## src/rtl/sap_ctrl_pkg.sv

```systemverilog
// Shared opcode values, sequencer state encoding and the control-word layout
// for the SAP control sequencer.
package sap_ctrl_pkg;

    localparam int OP_LDA = 'h0;
    localparam int OP_ADD = 'h1;
    localparam int OP_SUB = 'h2;
    localparam int OP_OUT = 'hE;
    localparam int OP_HLT = 'hF;

    // Encoding chosen so T1..T6 map straight onto the tstate output value.
    typedef enum logic [2:0] {
        ST_IDLE = 3'd0,
        ST_T1   = 3'd1,
        ST_T2   = 3'd2,
        ST_T3   = 3'd3,
        ST_T4   = 3'd4,
        ST_T5   = 3'd5,
        ST_T6   = 3'd6,
        ST_HALT = 3'd7
    } state_t;

    typedef struct packed {
        logic pcOut;
        logic pcInc;
        logic marLoad;
        logic ramOut;
        logic irLoad;
        logic irOut;
        logic aLoad;
        logic aSend;
        logic bLoad;
        logic aluSub;
        logic aluOut;
        logic outLoad;
    } ctrl_word_t;

    localparam ctrl_word_t CW_NONE = '0;

    function automatic logic [2:0] tstateOf(state_t s);
        return (s == ST_IDLE || s == ST_HALT) ? 3'd0 : 3'(s);
    endfunction

endpackage

```

## src/rtl/sap_tstate_counter.sv

```systemverilog
// T-state register: IDLE -> T1..T6 ring, with an early T4 exit for short
// instructions and a terminal HALT state that only reset leaves.
module sap_tstate_counter
    import sap_ctrl_pkg::*;
(
    input  logic   clk,
    input  logic   reset_n,
    input  logic   run,
    input  logic   adv,
    input  logic   isHalt,
    input  logic   isShort,
    output state_t state
);

    state_t nextState;

    // NOTE: sequential state uses non-blocking assignment so every flop samples pre-edge values.
    always_ff @(posedge clk or negedge reset_n) begin
        if (!reset_n) state <= ST_IDLE;
        else          state <= nextState;
    end

    always_comb begin
        // NOTE: defaulting nextState to state first covers every path and avoids an inferred latch.
        nextState = state;
        case (state)
            ST_IDLE: if (run) nextState = ST_T1;
            ST_T1:   if (adv) nextState = ST_T2;
            ST_T2:   if (adv) nextState = ST_T3;
            ST_T3:   if (adv) nextState = ST_T4;
            ST_T4: begin
                if (adv) begin
                    if (isHalt)       nextState = ST_HALT;
                    else if (isShort) nextState = ST_T1;
                    else              nextState = ST_T5;
                end
            end
            ST_T5:   if (adv) nextState = ST_T6;
            ST_T6:   if (adv) nextState = ST_T1;
            ST_HALT: nextState = ST_HALT;
            default: nextState = ST_IDLE;
        endcase
    end

endmodule

```

## src/rtl/sap_control_sequencer.sv

```systemverilog
// SAP microcoded control sequencer: decodes T-state plus opcode into one-hot
// register enables and counts retired instructions.
module sap_control_sequencer
    import sap_ctrl_pkg::*;
#(
    parameter int OPW         = 4,
    parameter int SHORT_CYCLE = 0,
    parameter int ICNT_W      = 8
) (
    input  logic              clk,
    input  logic              reset_n,
    input  logic              run,
    input  logic              step_en,
    input  logic              step,
    input  logic [OPW-1:0]    opcode,
    output logic              pc_out,
    output logic              pc_inc,
    output logic              mar_load,
    output logic              ram_out,
    output logic              ir_load,
    output logic              ir_out,
    output logic              a_load,
    output logic              a_send,
    output logic              b_load,
    output logic              alu_sub,
    output logic              alu_out,
    output logic              out_load,
    output logic              halted,
    output logic [2:0]        tstate,
    output logic [ICNT_W-1:0] icount
);

    localparam logic [OPW-1:0] OPC_LDA = OPW'(OP_LDA);
    localparam logic [OPW-1:0] OPC_ADD = OPW'(OP_ADD);
    localparam logic [OPW-1:0] OPC_SUB = OPW'(OP_SUB);
    localparam logic [OPW-1:0] OPC_OUT = OPW'(OP_OUT);
    localparam logic [OPW-1:0] OPC_HLT = OPW'(OP_HLT);

    state_t     state;
    ctrl_word_t cw;
    logic       adv;
    logic       isLda, isAdd, isSub, isOut, isHlt, isNop;
    logic       isShort;
    logic       retire;

    assign adv     = !step_en || step;
    assign isLda   = (opcode == OPC_LDA);
    assign isAdd   = (opcode == OPC_ADD);
    assign isSub   = (opcode == OPC_SUB);
    assign isOut   = (opcode == OPC_OUT);
    assign isHlt   = (opcode == OPC_HLT);
    assign isNop   = !(isLda || isAdd || isSub || isOut || isHlt);
    assign isShort = (SHORT_CYCLE != 0) && (isOut || isNop);

    sap_tstate_counter uCounter (
        .clk     (clk),
        .reset_n (reset_n),
        .run     (run),
        .adv     (adv),
        .isHalt  (isHlt),
        .isShort (isShort),
        .state   (state)
    );

    // Fetch is opcode-independent; opcode only steers T4..T6.
    always_comb begin
        cw = CW_NONE;
        case (state)
            ST_T1: begin cw.pcOut = 1'b1; cw.marLoad = 1'b1; end
            ST_T2: cw.pcInc = 1'b1;
            ST_T3: begin cw.ramOut = 1'b1; cw.irLoad = 1'b1; end
            ST_T4: begin
                if (isLda || isAdd || isSub) begin
                    cw.irOut   = 1'b1;
                    cw.marLoad = 1'b1;
                end else if (isOut) begin
                    cw.aSend   = 1'b1;
                    cw.outLoad = 1'b1;
                end
            end
            ST_T5: begin
                if (isLda) begin
                    cw.ramOut = 1'b1;
                    cw.aLoad  = 1'b1;
                end else if (isAdd || isSub) begin
                    cw.ramOut = 1'b1;
                    cw.bLoad  = 1'b1;
                end
            end
            ST_T6: begin
                if (isAdd || isSub) begin
                    cw.aluOut = 1'b1;
                    cw.aLoad  = 1'b1;
                    cw.aluSub = isSub;
                end
            end
            default: cw = CW_NONE;
        endcase
    end

    // An instruction retires on the advance out of its last T-state; HLT never retires.
    assign retire = adv && (((state == ST_T6) && !isHlt) || ((state == ST_T4) && isShort));

    always_ff @(posedge clk or negedge reset_n) begin
        if (!reset_n)    icount <= '0;
        else if (retire) icount <= icount + ICNT_W'(1);
    end

    assign pc_out   = cw.pcOut;
    assign pc_inc   = cw.pcInc;
    assign mar_load = cw.marLoad;
    assign ram_out  = cw.ramOut;
    assign ir_load  = cw.irLoad;
    assign ir_out   = cw.irOut;
    assign a_load   = cw.aLoad;
    assign a_send   = cw.aSend;
    assign b_load   = cw.bLoad;
    assign alu_sub  = cw.aluSub;
    assign alu_out  = cw.aluOut;
    assign out_load = cw.outLoad;
    assign halted   = (state == ST_HALT);
    assign tstate   = tstateOf(state);

endmodule
```

## config.mk

```make
export PLATFORM = sky130hd
export DESIGN_NAME = sap_control_sequencer
export DESIGN_NICKNAME = d
export VERILOG_FILES = /design/src/rtl/sap_ctrl_pkg.sv /design/src/rtl/sap_tstate_counter.sv /design/src/rtl/sap_control_sequencer.sv
export SDC_FILE = /design/constraint.sdc
export NUM_CORES = 1
export LEC_CHECK = 0
export ABC_AREA = 1
export ABC_CLOCK_PERIOD_IN_PS = 1600
export CAP_MARGIN = 10
export CORE_MARGIN = 2
export CORE_UTILIZATION = 42
export DETAILED_ROUTE_END_ITERATION = 8
export PLACE_DENSITY = 0.89
export SLEW_MARGIN = 5
export SYNTH_ARGS = -nofsm -noshare
export SYNTH_HDL_FRONTEND = slang
export SYNTH_SLANG_ARGS = --single-unit
```

## constraint.sdc

```tcl
create_clock -name clk -period 1.6 [get_ports clk]
set_input_delay 0.4 -clock clk [delete_from_list [all_inputs] [get_ports clk]]
set_output_delay 0.4 -clock clk [all_outputs]
set_load 0.01 [all_outputs]
```

==> impl_metrics.yaml <==
layout:
  fillCellCount: 116
  area_delta_synth_final_pct: 75.57
  diodes: 0
  fin_util_pct: 76.58
  layout-drive-gt1-share_pct: 41.49
  final_net_count: 199
sta:
  rsz0062_at_grt: "yes"
  skew_ns: 0.003661
  fin_crit_sh_pct: 110.0
  worst_slew_pin_slew_ns: 0.4970
  max_freq_mhz: 568.0
  layout_setup_ws_ns: -0.1606
  slew_violations: 0
  fin_tns_setup_ns: -1.476
  finalSetupViolCount: 15
  maxSlewHeadroom_pct: 66.76
  post-route-min-period_ns: 1.761
  hold_viol: 0
die:
  die_x_um: 48.44
  start_util_pct: 43.62
  io_pins: 33
  core-area_mm2: 0.001902
  dieArea_mm2: 0.002346
  die_h_um: 48.44
  rows: 16
global_routing:
  grt_pass1_wl_mm: 4.498
  grt_max_degree: 12
  grt_pass1_vias: 1056
  gr-usage-all-layers_pct: 23.88
  gr-total-overflow: 0
  antenna_found_initial: 0
detailed_routing:
  drt.antenna.violating_nets: 0
  vias_per_cell: 5.130
  drt_wl_total_mm: 3.185
  drc: 0
  dr.first_iter.drc_count: 34
  dr_total_vias: 1103
  dr.pass1.iters: 4
  wl_per_cell_um: 14.81
critical_path:
  endpoint_kind: "output port"
  worstSetupStartpointType: "flip-flop"
  crit_arrival_ns: 1.36
  cp.required_ns: 1.20
  worst_r2r_path_depth: 9
  worstSetupPathType: "flip-flop to output port"
  worstPathMaxFanout: 4
clock_tree:
  htreeDepth: 1
  cts_root_buf: "clkbuf_4"
  worstSkewPairLatency_ns: 0.27
  cts_sinks: 11
  cts-buffers-inserted: 3
  cts_tree: "yes"
  clk_path_buf_depth: 2
  path_clk_slew_ns: 0.07
pwr:
  p_int_uw: 432.8
  ir_worst_vdd_uv: 554.2
  power_frac_seq_pct: 50.1
  leakage_nw: 0.7914
  power_frac_comb_pct: 17.5
  pwr-share-clk_pct: 32.4
  power_switching_uw: 145.3
  power.density_mw_per_mm2: 397.0
  sw_frac_of_total_pct: 25.13
yosys:
  synthArstFlopShare_pct: 100.0
  synth_nets: 136
  synth-edff-count: 0
  syn_inst: 126
  synth_ff_type: "dfrtp_1"
  synth_most_common_cell: "nand2_1"
  ys_ff_latch: 11
  synth_cell_types: 22
  synthesis.area_um2: 829.5
  synth_warnings: 0
  syn-mean-instance-area_um2: 6.584
  synth_top_cell_by_area: "dfrtp_1"
  yosysSeqAreaShare_pct: 33.18
  synthTopCellsByArea: "dfrtp_1 33%, nand2_1 19%, inv_1 8.6%"
  synth_common_cells: "41 x nand2_1, 19 x inv_1, 18 x nor2_1"
  yosysTopAreaCellShare_pct: 33.18
placement:
  place.gp.congestion: 0.8514
  hpwl_mm: 1.764
  port_buffers: 32
hold_path:
  hold_class: "input port to async pin"
flow_run:
  drv_cap: 0
run_status:
  violations: "negative setup slack"
  status: "complete, but fails checks"
[cell families (layout without fill, tap and decap cells)]
kind of cell | Yosys count | after routing | share of synthesized area (%)
buffers and inverters | 24 | 86 | 13.42
AO/OA/AOI/OAI | 11 | 11 | 7.843
flip-flops | 11 | 11 | 33.18
adder cells (fa/ha/maj) | 1 | 1 | 1.508
XOR/XNOR | 4 | 4 | 4.224
AND/OR/NAND/NOR | 75 | 75 | 39.82
[worst paths after layout]
check / start / to / slack [ns]
max: uCounter.state[2] / a_load / -0.16
min: reset_n / uCounter.state[2] / 0.46
max reg2reg: uCounter.state[0] / icount[4] / 0.18
min reg2reg: icount[1] / icount[1] / 0.55
max in group asynchronous: reset_n / uCounter.state[0] / 0.78
min in group clk: icount[1] / icount[1] / 0.55
[flip-flops by register name, summed over array words and instances (netlist names)]
register	flops
uCounter.state	3
icount	8
[cells in the final DEF (no fill, tap or decap), types with 4 or more instances in the layout]
master / netlist / layout
nand2_1: 41 / 37
buf_4: 2 / 27
inv_1: 19 / 13
buf_2: 0 / 13
nor2_1: 18 / 12
dfrtp_1: 11 / 10
nand3_1: 9 / 7
dlygate4sd2_1: 0 / 7
inv_2: 0 / 5
dlymetal6s2s_1: 0 / 5
nor2_2: 0 / 4
clkdlybuf4s50_1: 0 / 4
[worst max-delay path, stage by stage (launching register included)]
cell and delay, ns:
dfrtp_1 0.38, buf_6 0.12, buf_4 0.12, nand3_2 0.13, o22ai_2 0.19, buf_2 0.15
[through the flow]
stage	setup slack (ns)	total power, mW	hold slack (ns)	cells	area, µm²
6_report	-0.1606	0.5781	0.4625	215	1456
5_1_grt	-0.2225	0.6062	0.5052	215	1456
4_1_cts	-0.1440	0.5816	0.4778	212	1374
3_5_place_dp	-0.7237	0.3839	0.5226	198	1292
3_3_place_gp	-0.6526	0.3803	0.5052	198	1292
2_1_floorplan	0.04603	0.3284	0.1044	126	844.6
[layer usage]
metal  share of wire, %  vias to the layer above  global-route usage, %
li1                   -                      511                      -
met1                 36                      528                  25.99
met2                 56                       50                  46.06
met3                5.0                       14                  5.556
met4                3.5                        0                  6.190
met5                  0                        -                      0
[cell type report]
class / instances / area [µm²] / area share [%]
Clock buffer: 4 / 26.28 / 1.804
Sequential cell: 11 / 276.5 / 18.99
Inverter: 21 / 93.84 / 6.443
Multi-Input combinational cell: 91 / 539.3 / 37.03
Timing Repair Buffer: 61 / 486.7 / 33.42
Tap cell: 27 / 33.78 / 2.320
[power groups by stage]
| stage | clock, mW | sequential [mW] | combinational (mW) |
|---|---|---|---|
| after floorplan | 0 | 0.301 | 0.0274 |
| after global placement | 0 | 0.298 | 0.0819 |
| after detailed placement | 0 | 0.299 | 0.0851 |
| after CTS | 0.196 | 0.289 | 0.0968 |
| after global routing | 0.207 | 0.290 | 0.109 |
| final | 0.187 | 0.289 | 0.101 |
[what timing repair did]
item,CTS,global route
endpoints found under the setup margin,24,21
resized for setup,86,21
setup buffers,10,3
hold buffers,0,0
pin swaps,3,4
No activity file was read; power rests on OpenSTA's default activity.
